`config.mk`:
```
export PLATFORM = sky130hd
export DESIGN_NAME = ssd1306_stream_ctrl
export DESIGN_NICKNAME = d
export VERILOG_FILES = /design/src/rtl/oled_pkg.sv /design/src/rtl/spi_byte_tx.sv /design/src/rtl/ssd1306_stream_ctrl.sv
export SDC_FILE = /design/constraint.sdc
export NUM_CORES = 1
export LEC_CHECK = 0
export ABC_AREA = 1
export CORE_ASPECT_RATIO = 0.8
export CORE_MARGIN = 5
export CORE_UTILIZATION = 40
export DETAILED_ROUTE_END_ITERATION = 8
export PLACE_DENSITY_LB_ADDON = 0.08
export SLEW_MARGIN = 10
export SYNTH_ARGS = -nofsm -noshare
export SYNTH_HDL_FRONTEND = slang
export SYNTH_SLANG_ARGS = --single-unit
```
`constraint.sdc`:
```
create_clock -name clk -period 2.75 [get_ports clk]
set_clock_uncertainty 0.15 [all_clocks]
set_input_delay 0.275 -clock clk [delete_from_list [all_inputs] [get_ports clk]]
set_output_delay 0.275 -clock clk [all_outputs]
set_load 0.005 [all_outputs]
```
`src/rtl/oled_pkg.sv`:
```
// Shared types and constants for the SSD1306 stream controller.
// Holds the FSM encodings, the init ROM and the window/invert opcodes.
package oled_pkg;

    typedef enum logic [2:0] {
        ST_POWER,
        ST_CMD_LOAD,
        ST_CMD_SHIFT,
        ST_IDLE,
        ST_DATA_LOAD,
        ST_DATA_SHIFT
    } state_t;

    typedef enum logic [1:0] {
        SRC_INIT,
        SRC_WIN,
        SRC_INV
    } cmd_src_t;

    typedef enum logic [1:0] {
        TX_IDLE,
        TX_SHIFT,
        TX_GAP
    } tx_state_t;

    localparam int INIT_LEN     = 23;
    localparam int INIT_MUX_IDX = 10;
    localparam int WIN_LEN      = 6;

    localparam logic [7:0] OP_COL_ADDR  = 8'h21;
    localparam logic [7:0] OP_PAGE_ADDR = 8'h22;
    localparam logic [7:0] OP_NORMAL    = 8'hA6;
    localparam logic [7:0] OP_INVERT    = 8'hA7;

    // Listed from the last byte (index 22) down to the first (index 0).
    localparam logic [INIT_LEN-1:0][7:0] INIT_ROM = {
        8'hAF, 8'hA4, 8'h14, 8'h8D, 8'h20, 8'hDB, 8'h22, 8'hD9,
        8'h80, 8'hD5, 8'h00, 8'hD3, 8'h3F, 8'hA8, 8'hA1, 8'h40,
        8'hC8, 8'h00, 8'h20, 8'hA6, 8'h7F, 8'h81, 8'hAE
    };

    function automatic logic [7:0] window_byte(
        input logic [4:0] idx,
        input int         width,
        input int         pages
    );
        logic [7:0] b;
        b = 8'h00;
        case (idx)
            5'd0:    b = OP_COL_ADDR;
            5'd2:    b = 8'(width - 1);
            5'd3:    b = OP_PAGE_ADDR;
            5'd5:    b = 8'(pages - 1);
            default: b = 8'h00;
        endcase
        return b;
    endfunction

endpackage

```
`src/rtl/spi_byte_tx.sv`:
```
// One SPI byte: LOAD, 8 MSB-first bits with a CLK_DIV half-period, then a GAP.
// mosi changes on the falling sck edge; done is high in the last GAP cycle.
module spi_byte_tx
    import oled_pkg::*;
#(
    parameter int CLK_DIV = 1
) (
    input  logic       clk,
    input  logic       rst,
    input  logic       start,
    input  logic [7:0] tx_byte,
    input  logic       tx_dc,
    output logic       done,
    output logic       sck,
    output logic       mosi,
    output logic       dc,
    output logic       cs
);

    localparam int DW = (CLK_DIV > 1) ? $clog2(CLK_DIV) : 1;
    localparam logic [DW-1:0] DIV_LAST = DW'(CLK_DIV - 1);

    tx_state_t  state;
    logic [DW-1:0] div;
    logic [2:0] bit_cnt;
    logic [6:0] shreg;

    assign done = (state == TX_GAP) && (div == DIV_LAST);

    always_ff @(posedge clk) begin
        if (rst) begin
            state   <= TX_IDLE;
            div     <= '0;
            bit_cnt <= '0;
            shreg   <= '0;
            sck     <= 1'b1;
            mosi    <= 1'b0;
            dc      <= 1'b0;
            cs      <= 1'b1;
        end else begin
            unique case (state)
                TX_IDLE: begin
                    if (start) begin
                        state   <= TX_SHIFT;
                        div     <= '0;
                        bit_cnt <= '0;
                        shreg   <= tx_byte[6:0];
                        mosi    <= tx_byte[7];
                        dc      <= tx_dc;
                        cs      <= 1'b0;
                        sck     <= 1'b0;
                    end
                end
                TX_SHIFT: begin
                    if (div == DIV_LAST) begin
                        div <= '0;
                        if (!sck) begin
                            sck <= 1'b1;
                        end else if (bit_cnt == 3'd7) begin
                            state <= TX_GAP;
                            cs    <= 1'b1;
                        end else begin
                            bit_cnt <= bit_cnt + 3'd1;
                            sck     <= 1'b0;
                            mosi    <= shreg[6];
                            shreg   <= {shreg[5:0], 1'b0};
                        end
                    end else begin
                        div <= div + DW'(1);
                    end
                end
                TX_GAP: begin
                    if (div == DIV_LAST) begin
                        div   <= '0;
                        state <= TX_IDLE;
                    end else begin
                        div <= div + DW'(1);
                    end
                end
                default: state <= TX_IDLE;
            endcase
        end
    end

endmodule

```
`src/rtl/ssd1306_stream_ctrl.sv`:
```
// SSD1306 SPI controller: power-up reset, init ROM, then streamed frames.
// Optional OLED_INVERT_EN adds an invert input that sends A6/A7 from IDLE.
module ssd1306_stream_ctrl
    import oled_pkg::*;
#(
    parameter int CLK_DIV     = 1,
    parameter int RESET_DELAY = 100000000,
    parameter int WIDTH       = 128,
    parameter int PAGES       = 8,
    localparam int NBYTES     = WIDTH * PAGES,
    localparam int IW         = (NBYTES > 1) ? $clog2(NBYTES) : 1
) (
    input  logic          clk,
    input  logic          rst,
`ifdef OLED_INVERT_EN
    input  logic          invert,
`endif
    input  logic          frame_start,
    input  logic [7:0]    data,
    input  logic          data_valid,
    output logic          data_ready,
    output logic [IW-1:0] byte_index,
    output logic          init_done,
    output logic          busy,
    output logic          frame_done,
    output logic          oled_sck,
    output logic          oled_mosi,
    output logic          oled_reset,
    output logic          oled_dc,
    output logic          oled_cs
);

    localparam int RW = $clog2(RESET_DELAY + 1);
    localparam logic [RW-1:0] PWR_LAST = RW'(RESET_DELAY - 1);

    state_t   state;
    cmd_src_t cmd_src;
    logic [4:0]    cmd_idx;
    logic [4:0]    last_idx;
    logic [RW-1:0] pwr_cnt;
    logic [1:0]    pwr_phase;
    logic [7:0]    cmd_byte;
    logic [IW-1:0] idx_next;
    logic          tx_start;
    logic [7:0]    tx_byte;
    logic          tx_dc;
    logic          tx_done;
    logic          inv_now;

`ifdef OLED_INVERT_EN
    logic inv_state;
    assign inv_now = inv_state;
`else
    assign inv_now = 1'b0;
`endif

    always_comb begin
        cmd_byte = 8'h00;
        last_idx = 5'(INIT_LEN - 1);
        unique case (cmd_src)
            SRC_INIT: begin
                // The multiplex ratio follows the configured page count.
                if (cmd_idx == 5'(INIT_MUX_IDX))
                    cmd_byte = 8'(8 * PAGES - 1);
                else
                    cmd_byte = INIT_ROM[cmd_idx];
                last_idx = 5'(INIT_LEN - 1);
            end
            SRC_WIN: begin
                cmd_byte = window_byte(cmd_idx, WIDTH, PAGES);
                last_idx = 5'(WIN_LEN - 1);
            end
            SRC_INV: begin
                cmd_byte = inv_now ? OP_INVERT : OP_NORMAL;
                last_idx = 5'd0;
            end
            default: begin
                cmd_byte = 8'h00;
                last_idx = 5'd0;
            end
        endcase
    end

    assign idx_next = (byte_index == IW'(NBYTES - 1)) ? '0
                    : byte_index + IW'(1);

    assign tx_start = (state == ST_CMD_LOAD)
                   || (state == ST_DATA_LOAD && data_valid);
    assign tx_byte  = (state == ST_DATA_LOAD) ? data : cmd_byte;
    assign tx_dc    = (state == ST_DATA_LOAD);

    spi_byte_tx #(
        .CLK_DIV (CLK_DIV)
    ) u_tx (
        .clk     (clk),
        .rst     (rst),
        .start   (tx_start),
        .tx_byte (tx_byte),
        .tx_dc   (tx_dc),
        .done    (tx_done),
        .sck     (oled_sck),
        .mosi    (oled_mosi),
        .dc      (oled_dc),
        .cs      (oled_cs)
    );

    always_ff @(posedge clk) begin
        if (rst) begin
            state      <= ST_POWER;
            cmd_src    <= SRC_INIT;
            cmd_idx    <= '0;
            pwr_cnt    <= '0;
            pwr_phase  <= '0;
            oled_reset <= 1'b1;
            data_ready <= 1'b0;
            byte_index <= '0;
            init_done  <= 1'b0;
            frame_done <= 1'b0;
            busy       <= 1'b1;
`ifdef OLED_INVERT_EN
            inv_state  <= 1'b0;
`endif
        end else begin
            frame_done <= 1'b0;
            unique case (state)
                ST_POWER: begin
                    // Three equal phases: high, low, high.
                    if (pwr_cnt == PWR_LAST) begin
                        pwr_cnt    <= '0;
                        pwr_phase  <= pwr_phase + 2'd1;
                        oled_reset <= (pwr_phase != 2'd0);
                        if (pwr_phase == 2'd2)
                            state <= ST_CMD_LOAD;
                    end else begin
                        pwr_cnt <= pwr_cnt + RW'(1);
                    end
                end
                ST_CMD_LOAD: state <= ST_CMD_SHIFT;
                ST_CMD_SHIFT: begin
                    if (tx_done) begin
                        if (cmd_idx == last_idx) begin
                            cmd_idx <= '0;
                            if (cmd_src == SRC_WIN) begin
                                state      <= ST_DATA_LOAD;
                                data_ready <= 1'b1;
                            end else begin
                                state <= ST_IDLE;
                                busy  <= 1'b0;
                                if (cmd_src == SRC_INIT)
                                    init_done <= 1'b1;
                            end
                        end else begin
                            cmd_idx <= cmd_idx + 5'd1;
                            state   <= ST_CMD_LOAD;
                        end
                    end
                end
                ST_IDLE: begin
`ifdef OLED_INVERT_EN
                    if (invert != inv_state) begin
                        inv_state <= invert;
                        cmd_src   <= SRC_INV;
                        cmd_idx   <= '0;
                        state     <= ST_CMD_LOAD;
                        busy      <= 1'b1;
                    end else
`endif
                    if (frame_start) begin
                        cmd_src <= SRC_WIN;
                        cmd_idx <= '0;
                        state   <= ST_CMD_LOAD;
                        busy    <= 1'b1;
                    end
                end
                ST_DATA_LOAD: begin
                    if (data_valid) begin
                        data_ready <= 1'b0;
                        byte_index <= idx_next;
                        state      <= ST_DATA_SHIFT;
                    end
                end
                ST_DATA_SHIFT: begin
                    if (tx_done) begin
                        // byte_index has wrapped only after the last byte.
                        if (byte_index == '0) begin
                            state      <= ST_IDLE;
                            busy       <= 1'b0;
                            frame_done <= 1'b1;
                        end else begin
                            state      <= ST_DATA_LOAD;
                            data_ready <= 1'b1;
                        end
                    end
                end
                default: state <= ST_POWER;
            endcase
        end
    end

endmodule

```
== After elaboration in Yosys (flattened, before gate mapping) ==
Memories as Yosys holds them, arrays and structs flattened. A register that Yosys moved wholly into a read port is not among the register bits.
Cells that the tools add are included.

* Bits in registers: 70
* Bits in latches: 0
* Bits in writable memories: 0
* Bits in read-only memories: 256
* Bits of input ports: 12
* Word-level logic and storage cells: 165
* Memories kept: 1

* Add/sub/neg operators: 6
* Multipliers: 0
* Div/mod/pow operators: 0
* $lt $le $gt $ge: 1
* Equality and inequality tests: 33
* Shifts and indexed selects: 0
* Muxes and demuxes: 71
* Bitwise logic cells: 4
* Reductions and logical operators: 30

{| class="wikitable"
|+ Memories
! name !! words !! width !! rd ports !! clocked after memory_dff !! write ports !! RTL line !! text
|-
| (name not given) || 32 || 8 || 1 || 1 || 0 || ssd1306_stream_ctrl.sv:66 || <nowiki>cmd_byte = INIT_ROM[cmd_idx];</nowiki>
|}

{| class="wikitable"
|+ Operators by type and width
! operator !! count
|-
| two-way mux 3 bit || 13
|-
| != test 2 bit (second input constant) || 15
|-
| two-way mux 7 bit || 4
|-
| one-hot mux 7 bit (4 select lines) || 1
|-
| adder 27 x 1 -> 27 bit (second input constant) || 1
|-
| == test 27 bit (second input constant) || 1
|-
| two-way mux 27 bit || 1
|-
| two-way mux 1 bit || 25
|-
| two-way mux 5 bit || 5
|-
| two-way mux 8 bit || 3
|-
| one-hot mux 5 bit (2 select lines) || 2
|-
| AND reduction 5 bit || 4
|-
| one-hot mux 3 bit (6 select lines) || 1
|-
| one-hot mux 8 bit (2 select lines) || 1
|-
| one-hot mux 7 bit (2 select lines) || 1
|-
| AND reduction 7 bit || 2
|-
| adder 10 x 1 -> 10 bit (second input constant) || 1
|-
| == test 10 bit (second input constant) || 1
|-
| == test 5 x 2 -> 1 bit (second input constant) || 2
|-
| logical NOT 10 bit || 1
|-
| two-way mux 10 bit || 1
|-
| two-way mux 2 bit || 5
|-
| AND reduction 2 bit || 5
|-
| == test 3 bit (second input constant) || 3
|-
| 29 further kinds || 46
|}

== Depth between registers and ports, before layout ==
Gate-level depths: netlist of run 1.

* Depth in word-level cells: 8
* Depth in mapped cells: 16
* Mapped depth without buffers: 16

== Modules after synthesis ==
A second synthesis of run 1 with hierarchy kept.

* Cell total of the unflattened synthesis: 651
* Area total of the unflattened synthesis: 4483.0 µm²

{| class="wikitable"
|+ Modules (own cells, without submodules)
! module !! instances !! cells an instance !! area each (µm²) !! sequential area each (µm²)
|-
| ssd1306_stream_ctrl || 1 || 530 || 3642.2 || 1221.2
|-
| spi_byte_tx || 1 || 121 || 840.8 || 320.3
|}

== Worst setup path after synthesis of run 1 ==
OpenSTA, ideal clock, no wires.

* Path kind: register to register
* Start: register state[1]
* End: register with a tool-made name
* Data arrival time: 1813 ps
* Data required time: 2485 ps
* Slack: 672 ps
* Stages on the path, launching flop included: 17
* Buffers on the path: 0
* Clock period less this slack: 2078 ps
* Cells stage by stage: dfxtp_1 -> inv_2 -> nor2_4 -> nand2_2 -> nand2_2 -> nand2_2 -> inv_2 -> nand2_1 -> nand3_1 -> inv_2 -> ha_1 -> inv_1 -> nand2_1 -> nand2_1 -> nor2_1 -> nor2_1 -> nor2_1

{| class="wikitable"
|+ RTL lines
! item !! RTL line !! text
|-
| from (decl) || ssd1306_stream_ctrl.sv:36 || <nowiki>state_t state;</nowiki>
|-
| from (signal assigned) || ssd1306_stream_ctrl.sv:109 || <nowiki>state <= ST_POWER;</nowiki>
|-
| from (signal assigned) || ssd1306_stream_ctrl.sv:133 || <nowiki>state <= ST_CMD_LOAD;</nowiki>
|-
| from (signal assigned) || ssd1306_stream_ctrl.sv:138 || <nowiki>ST_CMD_LOAD: state <= ST_CMD_SHIFT;</nowiki>
|}

==> impl_metrics.json, run 1 <==
{
  "hp-start": "data_ready",
  "crit_arrival_ns": 2.49,
  "layout_commonest_cell": "nand2_1",
  "synth.distinct_cells": 36,
  "grt_util_all_layers": 0.1791,
  "numCtsBuffers": 9,
  "synth_edf_count": 0,
  "path_class": "flip-flop to flip-flop",
  "cp_common_cell": "nand2_1",
  "slew_headroom": 0.3025,
  "rrSetupSlack_ns": 0.33,
  "port_buffers": 30,
  "setup_viol": 0,
  "routed_wl_um": 11870,
  "tightest_slew_ns": 1.040,
  "ys_seq_area_frac": 0.3432,
  "critPathLaunch": "state[0]",
  "slew_violations": 0,
  "start_util": 0.4108,
  "gp_congestion": 0.9290,
  "overflow": 0,
  "die_w_um": 128.5,
  "synth_flop_cell": "dfxtp_1",
  "post_cts_buffers": 0,
  "syn_avg_cell_area_um2": 6.684,
  "die-area_um2": 13460,
  "min_path_type": "flip-flop to flip-flop",
  "slowest_delay_ns": 0.49,
  "layout_min_cycle_time_ns": 2.421,
  "antenna_found_initial": 0,
  "drt_iter0_drc": 524,
  "ios": 31,
  "grt_pass1_wl_um": 19600,
  "maxCapViolations": 0,
  "syn2layout_area_growth_pct": 17.19,
  "drtPass1Iterations": 7,
  "rows": 34,
  "cts-root-buf": "clkbuf_16",
  "grt_max_degree": 26,
  "powerDensity_nw_per_um2": 458.6,
  "setup_tns_ns": 0,
  "clock_sinks": 77,
  "cp_num_buf_inv": 1,
  "n_antenna_cell": 0,
  "crit_family": "simple AND/OR/NAND/NOR gates",
  "syn-cell-area_um2": 4492,
  "cts_max_level": 3,
  "final_nets": 736,
  "place_worst_setup_slack_ns": 0.1331,
  "cp_cell_sequence": "nand4_1 > nand2_2 > nand2_2 > o21bai_1 > inv_1 > nand2_1 > ha_1 > nand2_1 > nand3_1 > nand3_1 > nand2_1",
  "leakage_nw": 2.302,
  "via_per_inst": 5.275,
  "async_flop_share": 0,
  "clockBufferDepth": 2,
  "synth_warnings": 0,
  "crit_required_ns": 2.82,
  "cp_max_fo": 7,
  "status": "complete, no violations",
  "wl_per_cell_um": 13.89,
  "cts_tree": "yes",
  "hold_viol_final": 0,
  "worstSetupStartpointType": "flip-flop",
  "drive_gt1_frac": 0.08720,
  "path_clk_slew_ns": 0.06,
  "reg2reg_from": "state[0]",
  "rsz0062_at_grt": "false",
  "ir_drop_mv": 0.3393,
  "clk-insertion-delay-late_ns": 0.34,
  "fill_cells": 1113,
  "whs_ns": 0.2991,
  "final_antenna_net_count": 0,
  "cp_slowest_cell": "dfxtp_1",
  "die_h_um": 104.8,
  "core-area_um2": 10930,
  "end_kind": "flip-flop",
  "timing.final.ws_setup_ns": 0.3294,
  "grt_pass1_vias": 3977,
  "period_share": 0.8802,
  "vias": 4510,
  "drc": 0,
  "fmax_ghz": 0.4131,
  "dp_hpwl_um": 9022,
  "syn_nets": 702,
  "synth-seq-cells": 77,
  "final_cell_mix": "146 x nand2_1, 85 x nor2_1, 77 x dfxtp_1",
  "syn_inst": 672
}
## routing by layer
metal	vias to the layer above	track usage	wire length, um
li1	2294	-	-
met1	2042	0.2832	6226
met2	168	0.2394	4700
met3	6	0.04488	904
met4	0	0.04091	44
met5	-	0	0
## logic make-up after synthesis
logic type,synth area share
simple gates,0.3805
compound gates,0.1237
buf+inv,0.08886
flops,0.3432
fa+ha+maj,0.05014
xor+xnor,0.01365
## path summary, 6_finish.rpt
path	to	cells after the start
worst min-delay path	data_ready	2
worst max-delay path	flip-flop	11
worst min register to register	data_ready	2
worst max register to register	flip-flop	11
## report_power, final
| part | total [mW] | leakage, nW | switching, mW | internal (mW) |
|---|---|---|---|---|
| clock network | 1.24 | 0.158 | 0.463 | 0.772 |
| logic | 0.0551 | 1.52 | 0.0322 | 0.0228 |
| registers | 1.12 | 0.621 | 0.00428 | 1.12 |
## worst reg2reg max path: stages, from the launching register on
cell and delay (ns):
dfxtp_1 0.49, nand4_1 0.24, nand2_2 0.17, nand2_2 0.10, o21bai_1 0.25, inv_1 0.07, nand2_1 0.24, ha_1 0.31
nand2_1 0.07, nand3_1 0.08, nand3_1 0.08, nand2_1 0.06
## area by class of cell
type / count / area (um^2) / area share
Inverter: 84 / 315.3 / 0.05990
Clock inverter: 4 / 45.04 / 0.008557
Tap cell: 144 / 180.2 / 0.03423
Sequential cell: 77 / 1541 / 0.2928
Timing Repair Buffer: 38 / 360.3 / 0.06846
Multi-Input combinational cell: 496 / 2555 / 0.4854
Clock buffer: 12 / 266.5 / 0.05063
## through the flow
stage / util / instance area, um^2 / total power [mW] / std cells
3_5_place_dp: 0.4526 / 4949 / 1.202 / 839
2_1_floorplan: - / 4492 / 1.173 / 672
4_1_cts: 0.4811 / 5260 / 2.445 / 855
3_3_place_gp: 0.4526 / 4949 / 1.203 / 839
5_1_grt: 0.4815 / 5264 / 2.499 / 855
6_report: 0.4815 / 5264 / 2.414 / 855
## synthesized netlist by cell type, types with 5 or more instances
library cell	number	share of area
nand3b_1	5	0.0084
dfxtp_1	77	0.34
o21ai_0	42	0.047
nand4_1	21	0.029
xor2_1	6	0.012
a21oi_1	35	0.039
nor4_1	6	0.0084
inv_2	12	0.010
nor3_1	20	0.022
o211ai_1	5	0.0084
nand3_2	5	0.011
clkbuf_1	7	0.0059
inv_1	72	0.060
ha_1	18	0.050
nor2_1	85	0.071
a211oi_1	5	0.0084
nand3_1	60	0.067
nand2_1	146	0.12
nand2_2	10	0.014
## repair_timing
action                                  in CTS  in global routing
hold buffers                                 0                  0
endpoints found under the setup margin       0                  1
resized for setup                            0                  1
No activity file was read; power rests on OpenSTA's default activity.
==> inputs of run 2 (changes only) <==
--- a/config.mk
+++ b/config.mk
@@ -10,6 +10,7 @@
 export CORE_MARGIN = 5
 export CORE_UTILIZATION = 40
 export DETAILED_ROUTE_END_ITERATION = 8
+export HOLD_SLACK_MARGIN = 0.05
 export PLACE_DENSITY_LB_ADDON = 0.08
 export SLEW_MARGIN = 10
 export SYNTH_ARGS = -nofsm -noshare
==> results of run 2 <==
The final DEF is identical to that of run 1; final timing and power are the same.
==> inputs of run 3 (changes only) <==
--- a/config.mk
+++ b/config.mk
@@ -12,7 +12,9 @@
 export DETAILED_ROUTE_END_ITERATION = 8
 export HOLD_SLACK_MARGIN = 0.05
 export PLACE_DENSITY_LB_ADDON = 0.08
+export SETUP_SLACK_MARGIN = 0.15
 export SLEW_MARGIN = 10
 export SYNTH_ARGS = -nofsm -noshare
 export SYNTH_HDL_FRONTEND = slang
 export SYNTH_SLANG_ARGS = --single-unit
+export TNS_END_PERCENT = 5
==> run 3 against run 2 <==
  * Register-to-register slack about the same
  * Critical path depth up 2
  * Global-route usage unchanged
  * Cell area up 0.26%
  * Sequential share of layout area down 0.076 points
  * Power about the same
  * Setup slack worse by 0.015 ns
  * Via count down 0.27%
==> impl_metrics.json, run 3 (synthesis gave the netlist of run 1 again) <==
{
  "grt_util_all_layers": 0.1791,
  "layout_commonest_cell": "nand2_1",
  "period_share": 0.8856,
  "grt_pass1_wl_um": 19600,
  "crit_arrival_ns": 2.51,
  "final_cell_mix": "146 x nand2_1, 85 x nor2_1, 77 x dfxtp_1",
  "crit_required_ns": 2.82,
  "clockBufferDepth": 2,
  "via_per_inst": 5.261,
  "drive_gt1_frac": 0.08861,
  "vias": 4498,
  "end_kind": "flip-flop",
  "final_nets": 736,
  "cts_max_level": 3,
  "reg2reg_from": "state[1]",
  "hp-start": "data_ready",
  "cts_tree": "yes",
  "powerDensity_nw_per_um2": 457.7,
  "overflow": 0,
  "rsz0062_at_grt": "true",
  "clock_sinks": 77,
  "rows": 34,
  "cts-root-buf": "clkbuf_16",
  "tightest_slew_ns": 0.6469,
  "maxCapViolations": 0,
  "wl_per_cell_um": 13.90,
  "setup_tns_ns": 0,
  "die_w_um": 128.5,
  "seq_power_share": 0.465,
  "regArea_um2": 1541,
  "port_buffers": 30,
  "dp_hpwl_um": 9022,
  "slew_headroom": 0.5687,
  "fill_cells": 1110,
  "n_antenna_cell": 0,
  "path_clk_slew_ns": 0.06,
  "rrSetupSlack_ns": 0.31,
  "critPathLaunch": "state[1]",
  "layout_min_cycle_time_ns": 2.435,
  "fmax_ghz": 0.4106,
  "core-area_um2": 10930,
  "die_h_um": 104.8,
  "worstSetupStartpointType": "flip-flop",
  "grt_pass1_vias": 3977,
  "drt_iter0_drc": 501,
  "clk-insertion-delay-late_ns": 0.33,
  "cp_max_fo": 7,
  "drc": 0,
  "leakage_nw": 2.303,
  "numCtsBuffers": 9,
  "p_total_mw": 2.415,
  "combPwrFrac": 0.023,
  "ir_drop_mv": 0.3394,
  "whs_ns": 0.3000,
  "status": "complete, no violations",
  "grt_max_degree": 26,
  "p_int_mw": 1.915,
  "gp_congestion": 0.9290,
  "die-area_um2": 13460,
  "drtPass1Iterations": 7,
  "routed_wl_um": 11880,
  "p_clk_frac": 0.512,
  "power.net_switching_uw": 500.7,
  "hold_viol_final": 0,
  "path_class": "flip-flop to flip-flop",
  "start_util": 0.4108,
  "multiInputGateArea_um2": 2569,
  "slew_violations": 0,
  "antenna_found_initial": 0,
  "final_antenna_net_count": 0,
  "setup_viol": 0,
  "min_path_type": "flip-flop to flip-flop",
  "syn2layout_area_growth_pct": 17.49,
  "p_sw_frac": 0.2073,
  "ios": 31
}
## run 3: worst max-delay path, stage by stage (launching register included)
cell and delay, ns:
dfxtp_1 0.44, inv_2 0.10, nor2_4 0.11, nand2_2 0.11
nand2_2 0.13, nand2_2 0.11, o21bai_1 0.26, inv_1 0.07
nand2_1 0.24, ha_1 0.30, nand2_1 0.07, nand3_1 0.08
nand3_1 0.08, nand2_1 0.06
## run 3: routing by layer
layer,global-route usage,wire (um),share of wire
met1,0.2832,6259,0.53
met2,0.2394,4789,0.40
met3,0.04488,816,0.069
met4,0.04091,19,0.0016
met5,0,0,0
## run 3: layout make-up
| class | count | area share |
|---|---|---|
| clock inverter | 4 | 0.008535 |
| sequential | 77 | 0.2921 |
| tap | 144 | 0.03414 |
| inverter | 84 | 0.05974 |
| multi-input combinational | 496 | 0.4867 |
| clock buffer | 12 | 0.05050 |
| timing repair buffer | 38 | 0.06828 |
## run 3: through the flow
step / worst slack (ns) / std cells / cell area [um^2] / utilization
2_1_floorplan: 0.6720 / 672 / 4492 / -
3_3_place_gp: 0.2051 / 839 / 4949 / 0.4526
3_5_place_dp: 0.1331 / 839 / 4949 / 0.4526
4_1_cts: 0.3136 / 855 / 5260 / 0.4811
5_1_grt: 0.1150 / 855 / 5278 / 0.4827
6_report: 0.3147 / 855 / 5278 / 0.4827
## run 3: worst paths after layout
kind                 to  depth (start not counted)
max           flip-flop                         13
max reg2reg   flip-flop                         13
min          data_ready                          2
min reg2reg  data_ready                          2
## run 3: power by group through the flow
stage / Sequential [mW] / Clock [mW] / Combinational [mW]
after floorplan: 1.15 / 0 / 0.0264
after global placement: 1.15 / 0 / 0.0548
after detailed placement: 1.15 / 0 / 0.0545
after CTS: 1.12 / 1.27 / 0.0545
after global routing: 1.12 / 1.32 / 0.0602
final: 1.12 / 1.24 / 0.0550
## run 3: what timing repair did
| action | in CTS | in global routing |
|---|---|---|
| endpoints found under the hold margin | 0 | 0 |
| hold buffers | 0 | 0 |
| gates resized for setup | 0 | 3 |
| buffers inserted | 0 | 0 |
| setup endpoints to repair | 0 | 8 |
